`src/rtl/id_sb_pkg.sv`:
```
// ----------------------------------------------------------------------------
// Module   : id_sb_pkg
// Purpose  : Shared types and constants for the ID-stage hazard scoreboard.
// Revision : 1.0 - initial release
// ----------------------------------------------------------------------------
`default_nettype none

package id_sb_pkg;

   // Slot fields are sized for the largest supported configuration
   // (REG_AW <= 8, NSTAGE <= 7); narrower addresses are zero-extended.
   localparam int SB_ADDR_W = 8;
   localparam int SB_REM_W  = 3;

   localparam int FWD_RF  = 0;
   localparam int FWD_EX  = 1;
   localparam int FWD_MEM = 2;
   localparam int FWD_WB  = 3;

   localparam int LAT_ALU  = 1;
   localparam int LAT_LOAD = 2;

   typedef struct packed {
      logic                 valid;
      logic [SB_ADDR_W-1:0] waddr;
      logic [SB_REM_W-1:0]  rem;
   } slot_t;

   localparam int SLOT_W = $bits(slot_t);

   // Cycles left before the result becomes forwardable, given its latency.
   function automatic logic [SB_REM_W-1:0] lat_to_rem(input int lat, input int nstage);
      int c;
      c = lat;
      if (c < 1)      c = 1;
      if (c > nstage) c = nstage;
      return SB_REM_W'(c - 1);
   endfunction

endpackage

`default_nettype wire

```
`src/rtl/id_sb_match.sv`:
```
// ----------------------------------------------------------------------------
// Module   : id_sb_match
// Purpose  : Youngest-first match of one source operand against the slots.
// Revision : 1.0 - initial release
// ----------------------------------------------------------------------------
`default_nettype none

module id_sb_match
   import id_sb_pkg::*;
#(
   parameter int REG_AW = 5,
   parameter int NSTAGE = 3,
   parameter int SW     = 2
) (
   input  logic [NSTAGE*SLOT_W-1:0] slots_i,
   input  logic [REG_AW-1:0]        addr_i,
   input  logic                     used_i,
   output logic                     hit_o,
   output logic                     blocked_o,
   output logic [SW-1:0]            stage_o
);

   slot_t [NSTAGE:1] w_slots;
   logic             w_cand;

   assign w_slots = slots_i;
   assign w_cand  = used_i && (addr_i != '0);

   // Scan oldest to youngest so the youngest matching producer wins.
   always_comb begin
      hit_o     = 1'b0;
      blocked_o = 1'b0;
      stage_o   = '0;
      for (int k = NSTAGE; k >= 1; k--) begin
         if (w_cand && w_slots[k].valid && (w_slots[k].waddr == SB_ADDR_W'(addr_i))) begin
            hit_o     = 1'b1;
            blocked_o = (w_slots[k].rem != '0);
            stage_o   = SW'(k);
         end
      end
   end

endmodule

`default_nettype wire

```
`src/rtl/id_scoreboard.sv`:
```
// ----------------------------------------------------------------------------
// Module   : id_scoreboard
// Purpose  : Decode-stage hazard/forwarding scoreboard over NSTAGE stages.
//            Define ID_SB_STATS_EN to add the stall_cycles_o counter.
// Revision : 1.0 - initial release
// ----------------------------------------------------------------------------
`default_nettype none

module id_scoreboard
   import id_sb_pkg::*;
#(
   parameter int REG_AW = 5,
   parameter int NSTAGE = 3,
   parameter int SW     = $clog2(NSTAGE + 1)
) (
   input  logic              clk,
   input  logic              rst,
   input  logic              issue_valid_i,
   input  logic              issue_we_i,
   input  logic [REG_AW-1:0] issue_waddr_i,
   input  logic [SW-1:0]     issue_lat_i,
   input  logic              flush_ex_i,
   input  logic [REG_AW-1:0] rs_addr_i,
   input  logic [REG_AW-1:0] rt_addr_i,
   input  logic              rs_used_i,
   input  logic              rt_used_i,
   output logic              stall_o,
   output logic [SW-1:0]     rs_fwd_o,
   output logic [SW-1:0]     rt_fwd_o
`ifdef ID_SB_STATS_EN
   ,
   output logic [31:0]       stall_cycles_o
`endif
);

   slot_t [NSTAGE:1] slots_q;
   slot_t [NSTAGE:1] slots_d;

   logic          w_rs_hit, w_rs_blk, w_rt_hit, w_rt_blk;
   logic [SW-1:0] w_rs_stage, w_rt_stage;
   logic          w_accept;

   id_sb_match #(.REG_AW(REG_AW), .NSTAGE(NSTAGE), .SW(SW)) u_match_rs (
      .slots_i   (slots_q),
      .addr_i    (rs_addr_i),
      .used_i    (rs_used_i),
      .hit_o     (w_rs_hit),
      .blocked_o (w_rs_blk),
      .stage_o   (w_rs_stage)
   );

   id_sb_match #(.REG_AW(REG_AW), .NSTAGE(NSTAGE), .SW(SW)) u_match_rt (
      .slots_i   (slots_q),
      .addr_i    (rt_addr_i),
      .used_i    (rt_used_i),
      .hit_o     (w_rt_hit),
      .blocked_o (w_rt_blk),
      .stage_o   (w_rt_stage)
   );

   assign stall_o  = w_rs_blk | w_rt_blk;
   assign rs_fwd_o = (w_rs_hit && !w_rs_blk) ? w_rs_stage : SW'(FWD_RF);
   assign rt_fwd_o = (w_rt_hit && !w_rt_blk) ? w_rt_stage : SW'(FWD_RF);

   // A stalled issue becomes a bubble; decode presents it again next cycle.
   assign w_accept = issue_valid_i && !stall_o && issue_we_i && (issue_waddr_i != '0);

   always_comb begin
      slots_d          = '0;
      slots_d[1].valid = w_accept;
      slots_d[1].waddr = SB_ADDR_W'(issue_waddr_i);
      slots_d[1].rem   = lat_to_rem(int'(issue_lat_i), NSTAGE);
      for (int k = 2; k <= NSTAGE; k++) begin
         slots_d[k]     = slots_q[k-1];
         slots_d[k].rem = (slots_q[k-1].rem == '0) ? '0 : slots_q[k-1].rem - SB_REM_W'(1);
      end
      slots_d[2].valid = slots_q[1].valid && !flush_ex_i;
   end

   always_ff @(posedge clk) begin
      if (rst) slots_q <= '0;
      else     slots_q <= slots_d;
   end

`ifdef ID_SB_STATS_EN
   logic [31:0] stall_cycles_q;

   always_ff @(posedge clk) begin
      if (rst)          stall_cycles_q <= '0;
      else if (stall_o) stall_cycles_q <= stall_cycles_q + 32'd1;
   end

   assign stall_cycles_o = stall_cycles_q;
`endif

endmodule

`default_nettype wire

```
`config.mk`:
```
export PLATFORM = sky130hd
export DESIGN_NAME = id_scoreboard
export DESIGN_NICKNAME = d
export VERILOG_FILES = /design/src/rtl/id_sb_pkg.sv /design/src/rtl/id_sb_match.sv /design/src/rtl/id_scoreboard.sv
export SDC_FILE = /design/constraint.sdc
export NUM_CORES = 1
export LEC_CHECK = 0
export ABC_AREA = 1
export CORE_MARGIN = 5
export CORE_UTILIZATION = 55
export CTS_CLUSTER_SIZE = 8
export DETAILED_ROUTE_END_ITERATION = 12
export PLACE_DENSITY = 0.91
export SYNTH_ARGS = -nofsm -noshare
export SYNTH_HDL_FRONTEND = slang
export SYNTH_SLANG_ARGS = --single-unit
```
`constraint.sdc`:
```
create_clock -name clk -period 2 [get_ports clk]
set_input_delay 0.3 -clock clk [delete_from_list [all_inputs] [get_ports clk]]
set_output_delay 0.3 -clock clk [all_outputs]
set_load 0.01 [all_outputs]
```
==> results.md, run 1 <==
- Status: completed
- Mapped Cells: about 250
- R2R Setup Slk: 0.56 ns
- Final min period: 1.99 ns
- # IOs: 29
- Synthesized Nets: 279
- H-tree levels: 1
- Synth top area share: 34.8%
- Mapped Area: 1550 sq um
- Placed cells: 321
- Finished Core Util: 73.8%
- RePlAce Congestion: 0.959
- Initial antenna violation count: 0
- IO buf count: 28
- CTS Buffer Depth: 2
- GRT Residual Overflow: 0
- CTS tree: yes
- Register bit total from synthesis: 27
- RSZ-0062 raised after global routing: true
- Layout area overhead: 30.0%
- Post-DR wirelength/cell: 12.2 microns
- Worst Skew: 0.000978 ns
- WHS Endpoint: slots_q[24]$_SDFF_PP0_
- Residual DRC: 0
- Yosys warning count: 0
- Ant diodes: 0
- R2R depth: 9
- Max Cap Violations: 0
- Hold Path Stages: 1
- Clk sink count: 27
- Max Slew Vio Count: 0
- Worst-path fanout max: 4
- Setup Viol. Count Final: 0
- Core area: about 2700 sq um
- Finished Layout Cells: 325
- Crit share post-route: 99.5%
- Worst min-delay path class: register to register
- Design Area, Final: 2020 sq um
- Final HPWL DP: 3.18 mm
- VDD IR max: 0.528 mV
- Pleak: 0.00101 uW
- Top post-synthesis cells by area: dfxtp_1 35%, nand2_1 18%, nor2_1 11%, inv_1 9.0%, ha_1 3.2%
- Final hold slack: 0.412 ns
- PwrDens: 512 nW/um^2
- Syn Area/Cell: ~6 sq um
- Drt pass-1 iters: 6
- Reg-to-reg endpoint: slots_q[11]$_SDFF_PP0_
- Most common cell after layout, fill and taps aside: nand2_1
- DIE AREA: 3980 sq um
- Final nets: 323
- CP arrival: ~1.7 ns
- CP peak stage delay: 0.32 ns
- Largest net degree at the start of global routing: 15
- Total GRT Usage: 20.7%
- Setup crit end kind: output pin
- Share of layout cells above drive strength 1: 24.5%
- Crit path max-delay cell type: dlygate4sd2_1
- Critical-path cell list: dlygate4sd2_1 -> inv_2 -> nand2_1 -> o21ai_1 -> nor2_1 -> nand2_1 -> nor2_2 -> nand4_1 -> nand2_2 -> nand2_2 -> o21a_1 -> buf_2
- DR vias: 1,678
- Post-synth top area cell: dfxtp_1
- Die Span X: 63.1 microns
- Seq/Total Area, Yosys: 34.8%
- Hold Path Origin: slots_q[12]$_SDFF_PP0_
- Area after DPL: around 2000 sq um
- Critical Path RT: 1.70 ns
- Achievable Freq: between 0.5 and 0.6 GHz
- Die height: ~63 microns
- DRT antenna net count: 0
- Clock Latency Late Sink: just over 0.3 ns
- Final wirelength: ~4 mm
- Clock transition at the registers of the reported paths: about 0.13 ns
- Initial core utilization: 56.8%
- Hold Violations, Final: 0
- Vias in the first global route: 1,559
- Avg Vias per Cell: between 5 and 6
- Row count: 19
- Commonest cells after routing, fill and taps aside: 68 x nand2_1, 42 x nor2_1, 33 x inv_1, 14 x dfxtp_2, 13 x buf_4
- Crit Path Category: input port to output pin
- Root Driver: clkbuf_4
- CTS Hold Buffers Added: 0
- Cell variety after synth: 25
- Starting DRT DRC Count: 92
- First-pass GRT wire length: just under 7 mm
- TritonCTS Buffers: 3
- Startpoint Class: input port
- Critical R2R Launch: slots_q[31]$_SDFF_PP0_
[metal layers]
metal	track usage [%]	share of wire [%]	vias to the layer above
li1	-	-	846
met1	26.0	40	754
met2	36.2	49	70
met3	2.84	8.7	8
met4	6.90	1.9	0
met5	0	0	-
[power breakdown]
group	switching (uW)	internal [uW]
Clock	150	77.9
Sequential	17.7	566
Combinational	121	99.3
Total	289	744
[repair_timing]
action                                  CTS  global route
hold endpoints to repair                  0             0
endpoints found under the setup margin    5             5
resized for setup                        55            17
pin swaps                                10            12
cloned                                    0             0
buffers inserted                          0             0
[critical path, delay by kind of cell]
family | cells | cell delay, ns
AOI/OAI and AO/OA | 2 | 0.17
buffers and inverters | 3 | 0.55
and+or+nand+nor | 7 | 0.67
[cells in the mapped netlist]
library cell  count
clkbuf_1          2
nor3_2            1
nor2_2            3
nor3_1            3
or3_1             1
ha_1              4
nand3_1           5
o21ai_0           6
conb_1            1
inv_2             7
xor2_1            4
nand3b_1          2
nand2_2           5
clkinv_1          1
o2111ai_1         1
nand2_1          74
o21ai_1           2
o22ai_1           2
nor2_1           46
nand4_1           6
inv_1            37
a21oi_1           5
xnor2_1           4
o21a_1            2
dfxtp_1          27
[layout make-up]
| cell class | instances | area (sq um) |
|---|---|---|
| Inverter | 45 | 169 |
| Fill cell | 235 | 717 |
| Multi-Input combinational cell | 177 | 875 |
| Sequential cell | 27 | 562 |
| Clock buffer | 4 | 26.3 |
| Tap cell | 31 | 38.8 |
| Timing Repair Buffer | 41 | 347 |
[through the flow]
| step | power (uW) | setup slack (ns) | setup TNS (ns) |
|---|---|---|---|
| after floorplan | 702 | 0.603 | 0 |
| after global placement | 800 | -0.552 | -2.66 |
| after detailed placement | 806 | -0.562 | -2.71 |
| after CTS | 1030 | 0.00927 | 0 |
| after global routing | 1090 | -0.0801 | -0.305 |
| final | 1030 | 0.0106 | 0 |
[kinds of logic (layout without fill, tap and decap cells)]
logic type / count (synthesis) / after routing / share of synthesized area, %
simple gates: 146 / 146 / 39.3
buf+inv: 47 / 90 / 11.4
flops: 27 / 27 / 34.8
compound gates: 18 / 18 / 6.53
xor+xnor: 8 / 8 / 4.52
fa+ha+maj: 4 / 4 / 3.23
other cells: 1 / 1 / 0.242
[worst max-delay path by stage]
stage | slack [ns] | startpoint | endpoint
finish | 0.01 | rs_addr_i[0] | rs_fwd_o[0]
global placement | -0.55 | rt_addr_i[0] | rt_fwd_o[0]
global route | -0.08 | slots_d[27]$_SDFF_PP0_ | rt_fwd_o[1]
floorplan | 0.60 | slots_d[15]$_SDFF_PP0_ | rt_fwd_o[0]
detailed placement | -0.56 | rt_addr_i[4] | stall_o
CTS | 0.009 | slots_d[27]$_SDFF_PP0_ | rt_fwd_o[1]
[sequential cells by signal, summed over array words and instances (netlist names)]
name / cells
slots_q: 16
slots_d: 11
(Power assumes the default switching activity.)
==> run 2: changes to the inputs <==
--- a/config.mk
+++ b/config.mk
@@ -11,6 +11,7 @@
 export CTS_CLUSTER_SIZE = 8
 export DETAILED_ROUTE_END_ITERATION = 12
 export PLACE_DENSITY = 0.91
+export REMOVE_ABC_BUFFERS = 1
 export SYNTH_ARGS = -nofsm -noshare
 export SYNTH_HDL_FRONTEND = slang
 export SYNTH_SLANG_ARGS = --single-unit
==> run 2 against run 1 <==
- sequential share of layout area about the same
- combinational power down 2%
- final cell count down 0.92%
- the flow now finishes with violations (negative setup slack)
- wire length down 0.40%
==> results.md, run 2 (same netlist as run 1, synthesis figures left out) <==
- Combinational power share: 20.8% (-0.5 points)
- Clk pwr share: 23.2% (+1.1 points)
- VDD IR max: 0.591 mV (+12%)
- GRT met1 Usage: 24.0% (-2.0 points)
- Met3 GRT Util: 3.02% (+0.18 points)
- Max reg flops: 16 (unchanged)
- Layout area overhead: 29.0%
- Achievable Freq: 0.496 GHz (-1.3%)
- Final wirelength: 3.97 mm (-0.40%)
- Pleak: 0.00100 uW (-0.69%)
- Sw power: 301 uW (+4.4%)
- # IOs: 29 (unchanged)
- CTS Buffer Depth: 2 (unchanged)
- Share of layout cells above drive strength 1: 23.0% (-1.5 points)
- Total GRT Usage: 20.5% (-0.27 points)
- TritonCTS Buffers: 3 (unchanged)
- Drt pass-1 iters: 4 (-2)
- Initial core utilization: 56.8% (unchanged)
- DRT antenna net count: 0 (unchanged)
- Final nets: 320 (-0.93%)
- Post-CTS Setup Repair Bufs: 0 (unchanged)
- Hold Violations, Final: 0 (unchanged)
- Worst-path fanout max: 2 (-2)
- Final worst slack: -0.0149 ns (-0.0256 ns)
- GRT Residual Overflow: 0 (unchanged)
- Total internal power: 740 uW (-0.55%)
- Finished Core Util: 73.2% (-0.59 points)
- PwrDens: 520 nW/um^2 (+1.7%)
- Final min period: 2.01 ns (+0.0256 ns)
- DR vias: 1,650 (-1.7%)
- Avg Vias per Cell: 5.12 (-0.75%)
- Startpoint Class: register
- Largest net degree at the start of global routing: 19 (+4)
- Vias in the first global route: 1,601 (+2.7%)
- Sequential fraction of design power: 56.0% (-0.6 points)
- Gr busiest metal: met2
- Die height: 63.1 microns (unchanged)
- Area after DPL: 1940 sq um (-1.1%)
- Most common cell after layout, fill and taps aside: nand2_1
- Clock Latency Late Sink: 0.33 ns (+0.02 ns)
- Root Driver: clkbuf_4
- Setup crit end kind: output pin
- Critical R2R Launch: slots_q[11]$_SDFF_PP0_
- Ant diodes: 0 (unchanged)
- Initial antenna violation count: 0 (unchanged)
- DIE AREA: 3980 sq um (unchanged)
- Max Slew Vio Count: 0 (unchanged)
- H-tree levels: 1 (unchanged)
- Final HPWL DP: 3.27 mm (+2.6%)
- First-pass GRT wire length: 6.58 mm (-2.9%)
- Met2 Use GR: 37.1% (+0.90 points)
- Post-DR wirelength/cell: 12.3 microns (+0.53%)
- Setup Viol. Count Final: 1 (+1)
- Switch share: 29.0% (+0.99 points)
- Critical Path RT: 1.70 ns (about the same)
- Residual DRC: 0 (unchanged)
- Status: finished, violations left
- Clock transition at the registers of the reported paths: 0.15 ns (+0.02 ns)
- Reg with most FFs: slots_q
- Starting DRT DRC Count: 81 (-12%)
- Clk sink count: 27 (unchanged)
- RePlAce Congestion: 1.01 (+5.5%)
- CTS tree: yes
- Crit Path Category: register to output pin
- Commonest cells after routing, fill and taps aside: 67 x nand2_1, 42 x nor2_1, 35 x inv_1, 14 x dfxtp_2
- Critical Path Source: slots_q[11]$_SDFF_PP0_
- Die Span X: 63.1 microns (unchanged)
- Worst min-delay path class: register to register
- Worst Skew: 0.00145 ns (+0.000472 ns)
- Failing checks: negative setup slack
- CP arrival: 1.71 ns (+0.02 ns)
- IO buf count: 28 (unchanged)
- Hold Path Origin: slots_q[12]$_SDFF_PP0_
- Core area: 2730 sq um (unchanged)
- Design Area, Final: 2000 sq um (-0.81%)
- RSZ-0062 raised after global routing: true
- CTS Hold Buffers Added: 0 (unchanged)
- Crit share post-route: 101% (+1.3 points)
- Max Cap Violations: 0 (unchanged)
- Row count: 19 (unchanged)
-- run 2: cell count changes in the layout (fill, tap and decap cells not counted), sizes merged --
cell           change
clkbuf             -1
clkdlybuf4s50      +1
clkinv             +1
clkdlybuf4s15      -1
buf                -3
-- run 2: per-stage QoR --
stage | std cells | total power, uW | setup TNS, ns | hold WS (ns) | setup WS [ns]
CTS | 322 | 1030 | 0 | 0.426 | 0.00182
finish | 322 | 1040 | -0.0149 | 0.411 | -0.0149
detailed placement | 318 | 804 | -2.81 | 0.405 | -0.623
global placement | 318 | 796 | -2.67 | 0.402 | -0.587
floorplan | 249 | 698 | 0 | 0.371 | 0.603
global route | 322 | 1090 | -0.288 | 0.425 | -0.0954
-- run 2: layer usage --
| layer | share of wire, % | wire [microns] | vias to the layer above |
|---|---|---|---|
| met5 | 0 | 0 | - |
| met4 | 1.8 | 70 | 0 |
| met3 | 7.4 | 293 | 6 |
| met2 | 51 | 2020 | 66 |
| met1 | 40 | 1580 | 742 |
| li1 | - | - | 836 |
-- run 2: final cells by class --
| class | count | area, sq um |
|---|---|---|
| clock buffer | 3 | 22.5 |
| clock inverter | 1 | 5.00 |
| fill | 211 | 733 |
| inverter | 45 | 169 |
| multi-input combinational | 177 | 886 |
| sequential | 27 | 558 |
| tap | 31 | 38.8 |
| timing repair buffer | 38 | 322 |
-- run 2: worst max-delay path, stage by stage, from the launching register on --
cell	delay, ns
dfxtp_2	0.36
inv_1	0.05
a21oi_1	0.18
nand4_1	0.14
nor2_1	0.10
nand2_1	0.08
nand2_1	0.08
inv_1	0.04
nand2_2	0.07
nand2_2	0.06
o21a_1	0.10
buf_2	0.13
-- run 2: worst paths after layout --
path                                                to  slack [ns]  depth (start not counted)
worst max-delay path                       rs_fwd_o[0]       -0.01                         11
worst min-delay path            slots_q[24]$_SDFF_PP0_        0.41                          1
worst max register to register  slots_q[11]$_SDFF_PP0_        0.53                         12
worst min register to register  slots_q[24]$_SDFF_PP0_        0.41                          1
-- run 2: power groups by stage --
stage | clock network, uW | logic [uW] | registers, uW
global route | 268 | 238 | 586
CTS | 246 | 206 | 582
finish | 242 | 216 | 583
global placement | 0 | 205 | 592
floorplan | 0 | 109 | 588
detailed placement | 0 | 212 | 592
-- run 2: timing repair --
item,4_1_cts,5_1_grt
resized for setup,44,22
endpoints found under the setup margin,5,5
pin swaps,10,8
==> run 3: changes to the inputs <==
--- a/config.mk
+++ b/config.mk
@@ -6,8 +6,10 @@
 export NUM_CORES = 1
 export LEC_CHECK = 0
 export ABC_AREA = 1
+export CELL_PAD_IN_SITES_DETAIL_PLACEMENT = 0
+export CELL_PAD_IN_SITES_GLOBAL_PLACEMENT = 1
 export CORE_MARGIN = 5
-export CORE_UTILIZATION = 55
+export CORE_UTILIZATION = 38
 export CTS_CLUSTER_SIZE = 8
 export DETAILED_ROUTE_END_ITERATION = 12
 export PLACE_DENSITY = 0.91
==> run 3 against run 2 <==
- the run now ends clean
- register-to-register slack better by 0.06 ns
- maximum frequency up 4.8%
- global-route usage down 5.1 points
- via count is 1.6% lower
- die area increased by 37%
- first-iteration DRC count is 49% higher
- power up 6.5%
- clock power grew 26%
- sequential cell count unchanged
- wire length up 0.61%
- largest power group unchanged
==> results.md, run 3 (same netlist as run 1, synthesis figures left out) <==
- Setup crit end kind: output pin
- Final HPWL DP: 3.27 mm (about the same)
- Die height: 73.9 microns (+17%)
- Max Slew Vio Count: 0 (unchanged)
- R2R depth: 12 (unchanged)
- Hold Violations, Final: 0 (unchanged)
- Worst-path fanout max: 4 (+2)
- Switch share: 26.9% (-2.1 points)
- RSZ-0062 raised after global routing: true
- Clock transition at the registers of the reported paths: 0.08 ns (-0.07 ns)
- First-pass GRT wire length: 6.38 mm (-3.1%)
- Finished Core Util: 52.6% (-21 points)
- CTS Buffer Depth: 2 (unchanged)
- Post-Place Setup Slack: -0.605 ns (+0.0174 ns)
- Total GRT Usage: 15.3% (-5.1 points)
- Clk sink count: 27 (unchanged)
- GRT Residual Overflow: 0 (unchanged)
- Vias in the first global route: 1,485 (-7.2%)
- Sequential fraction of design power: 52.6% (-3.4 points)
- Startpoint Class: input port
- Status: completed
- Clk pwr share: 27.4% (+4.2 points)
- Critical Path RT: 1.70 ns (about the same)
- Starting DRT DRC Count: 121 (+49%)
- Reg with most FFs: slots_q
- Root Driver: clkbuf_8
- Setup Viol. Count Final: 0 (-1)
- Max Cap Violations: 0 (unchanged)
- WHS Endpoint: slots_q[12]$_SDFF_PP0_
- TritonCTS Buffers: 3 (unchanged)
- VDD IR max: 0.322 mV (-45%)
- Initial core utilization: 39.1% (-18 points)
- Residual DRC: 0 (unchanged)
- Final min period: 1.92 ns (-0.0926 ns)
- Core area: 3970 sq um (+45%)
- Initial antenna violation count: 0 (unchanged)
- R2R Setup Slk: 0.59 ns (+0.06 ns)
- PwrDens: 531 nW/um^2 (+2.0%)
- Ant diodes: 0 (unchanged)
- Die Span X: 73.9 microns (+17%)
- Crit Path Category: input port to output pin
- Row count: 23 (+4)
- Clock Latency Late Sink: 0.27 ns (-0.06 ns)
- Sw power: 298 uW (-1.2%)
- Avg Vias per Cell: 4.69 (-8.5%)
- IO buf count: 28 (unchanged)
- Layout area overhead: 34.5%
- DR vias: 1,623 (-1.6%)
- Commonest cells after routing, fill and taps aside: 69 x nand2_1, 41 x nor2_1, 32 x inv_1, 15 x dfxtp_1
- DIE AREA: 5460 sq um (+37%)
- Most common cell after layout, fill and taps aside: nand2_1
- Total internal power: 810 uW (+9.6%)
- CTS tree: yes
- Crit share post-route: 96.1% (-4.6 points)
- CP arrival: 1.62 ns (-0.09 ns)
- Worst min-delay path class: register to register
- Drt pass-1 iters: 4 (unchanged)
- Max reg flops: 16 (unchanged)
- # IOs: 29 (unchanged)
- DRT antenna net count: 0 (unchanged)
- Hold Path Stages: 1 (unchanged)
- Worst Skew: 0.00523 ns (+0.00378 ns)
- Share of layout cells above drive strength 1: 25.3% (+2.3 points)
- Achievable Freq: 0.520 GHz (+4.8%)
- Pleak: 0.00103 uW (+2.4%)
- Hold Path Origin: slots_q[0]$_SDFF_PP0_
- Final worst slack: 0.0777 ns (+0.0926 ns)
- Combinational power share: 20.0% (-0.8 points)
- Final nets: 325 (+1.6%)
- Critical R2R Launch: slots_d[15]$_SDFF_PP0_
- Largest net degree at the start of global routing: 19 (unchanged)
- Post-DR wirelength/cell: 11.5 microns (-6.4%)
- Final wirelength: 3.99 mm (+0.61%)
- Reg-to-reg endpoint: slots_q[11]$_SDFF_PP0_
- RePlAce Congestion: 0.890 (-12%)
- H-tree levels: 1 (unchanged)
-- run 3: timing repair --
item / CTS / global route
endpoints found under the hold margin: 0 / 0
pin swaps: 6 / 15
gates resized for setup: 44 / 33
cloned: 0 / 0
setup endpoints to repair: 5 / 5
setup buffers: 1 / 4
hold buffers: 0 / 0
-- run 3: worst max-delay path by stage --
stage	start	to	depth (start not counted)	slack [ns]
6_report	rt_addr_i[1]	rt_fwd_o[0]	12	0.08
5_1_grt	rt_addr_i[1]	rt_fwd_o[0]	12	-0.03
4_1_cts	rt_used_i	stall_o	10	0.007
3_5_place_dp	rt_addr_i[0]	rt_fwd_o[0]	13	-0.61
3_3_place_gp	rt_addr_i[0]	rt_fwd_o[0]	13	-0.61
2_1_floorplan	slots_d[15]$_SDFF_PP0_	rt_fwd_o[0]	10	0.60
-- run 3: power groups by stage --
stage               clock, uW  sequential (uW)  combinational [uW]
floorplan                   0              588                 109
global placement            0              593                 209
detailed placement          0              593                 210
CTS                       314              581                 208
global route              337              586                 251
finish                    304              583                 222
-- run 3: metrics by stage --
stage	TNS (ns)	hold WS (ns)	instance area (sq um)	total power (uW)	cells
2_1_floorplan	0	0.371	1540	698	249
3_3_place_gp	-2.83	0.398	1960	802	337
6_report	0	0.415	2090	1110	346
4_1_cts	0	0.414	2020	1100	342
5_1_grt	-0.0619	0.423	2090	1170	346
3_5_place_dp	-2.87	0.402	1960	803	337
-- run 3: area by class of cell --
cell class / count / area, sq um
timing repair buffer: 43 / 362
multi-input combinational: 177 / 888
clock buffer: 4 / 45.0
fill: 407 / 1880
tap: 50 / 62.6
sequential: 27 / 558
inverter: 45 / 171
-- run 3: worst max-delay path: stages --
cell and delay, ns:
clkdlybuf4s15_1 0.27, inv_2 0.10, nand2_1 0.10, nand3_2 0.08, nor3_2 0.18, nand2_1 0.11, nand2_1 0.10, inv_2 0.04
nand2_2 0.07, nand2_2 0.06, o21a_1 0.10, buf_2 0.13
-- run 3: layer usage --
| metal | track usage (%) | part of all wire [%] | up-vias | wire length (microns) |
|---|---|---|---|---|
| met4 | 6.64 | 2.3 | 0 | 92 |
| met3 | 2.46 | 6.5 | 8 | 258 |
| met5 | 0 | 0 | - | 0 |
| met1 | 20.2 | 44 | 710 | 1750 |
| li1 | - | - | 849 | - |
| met2 | 24.5 | 47 | 56 | 1890 |
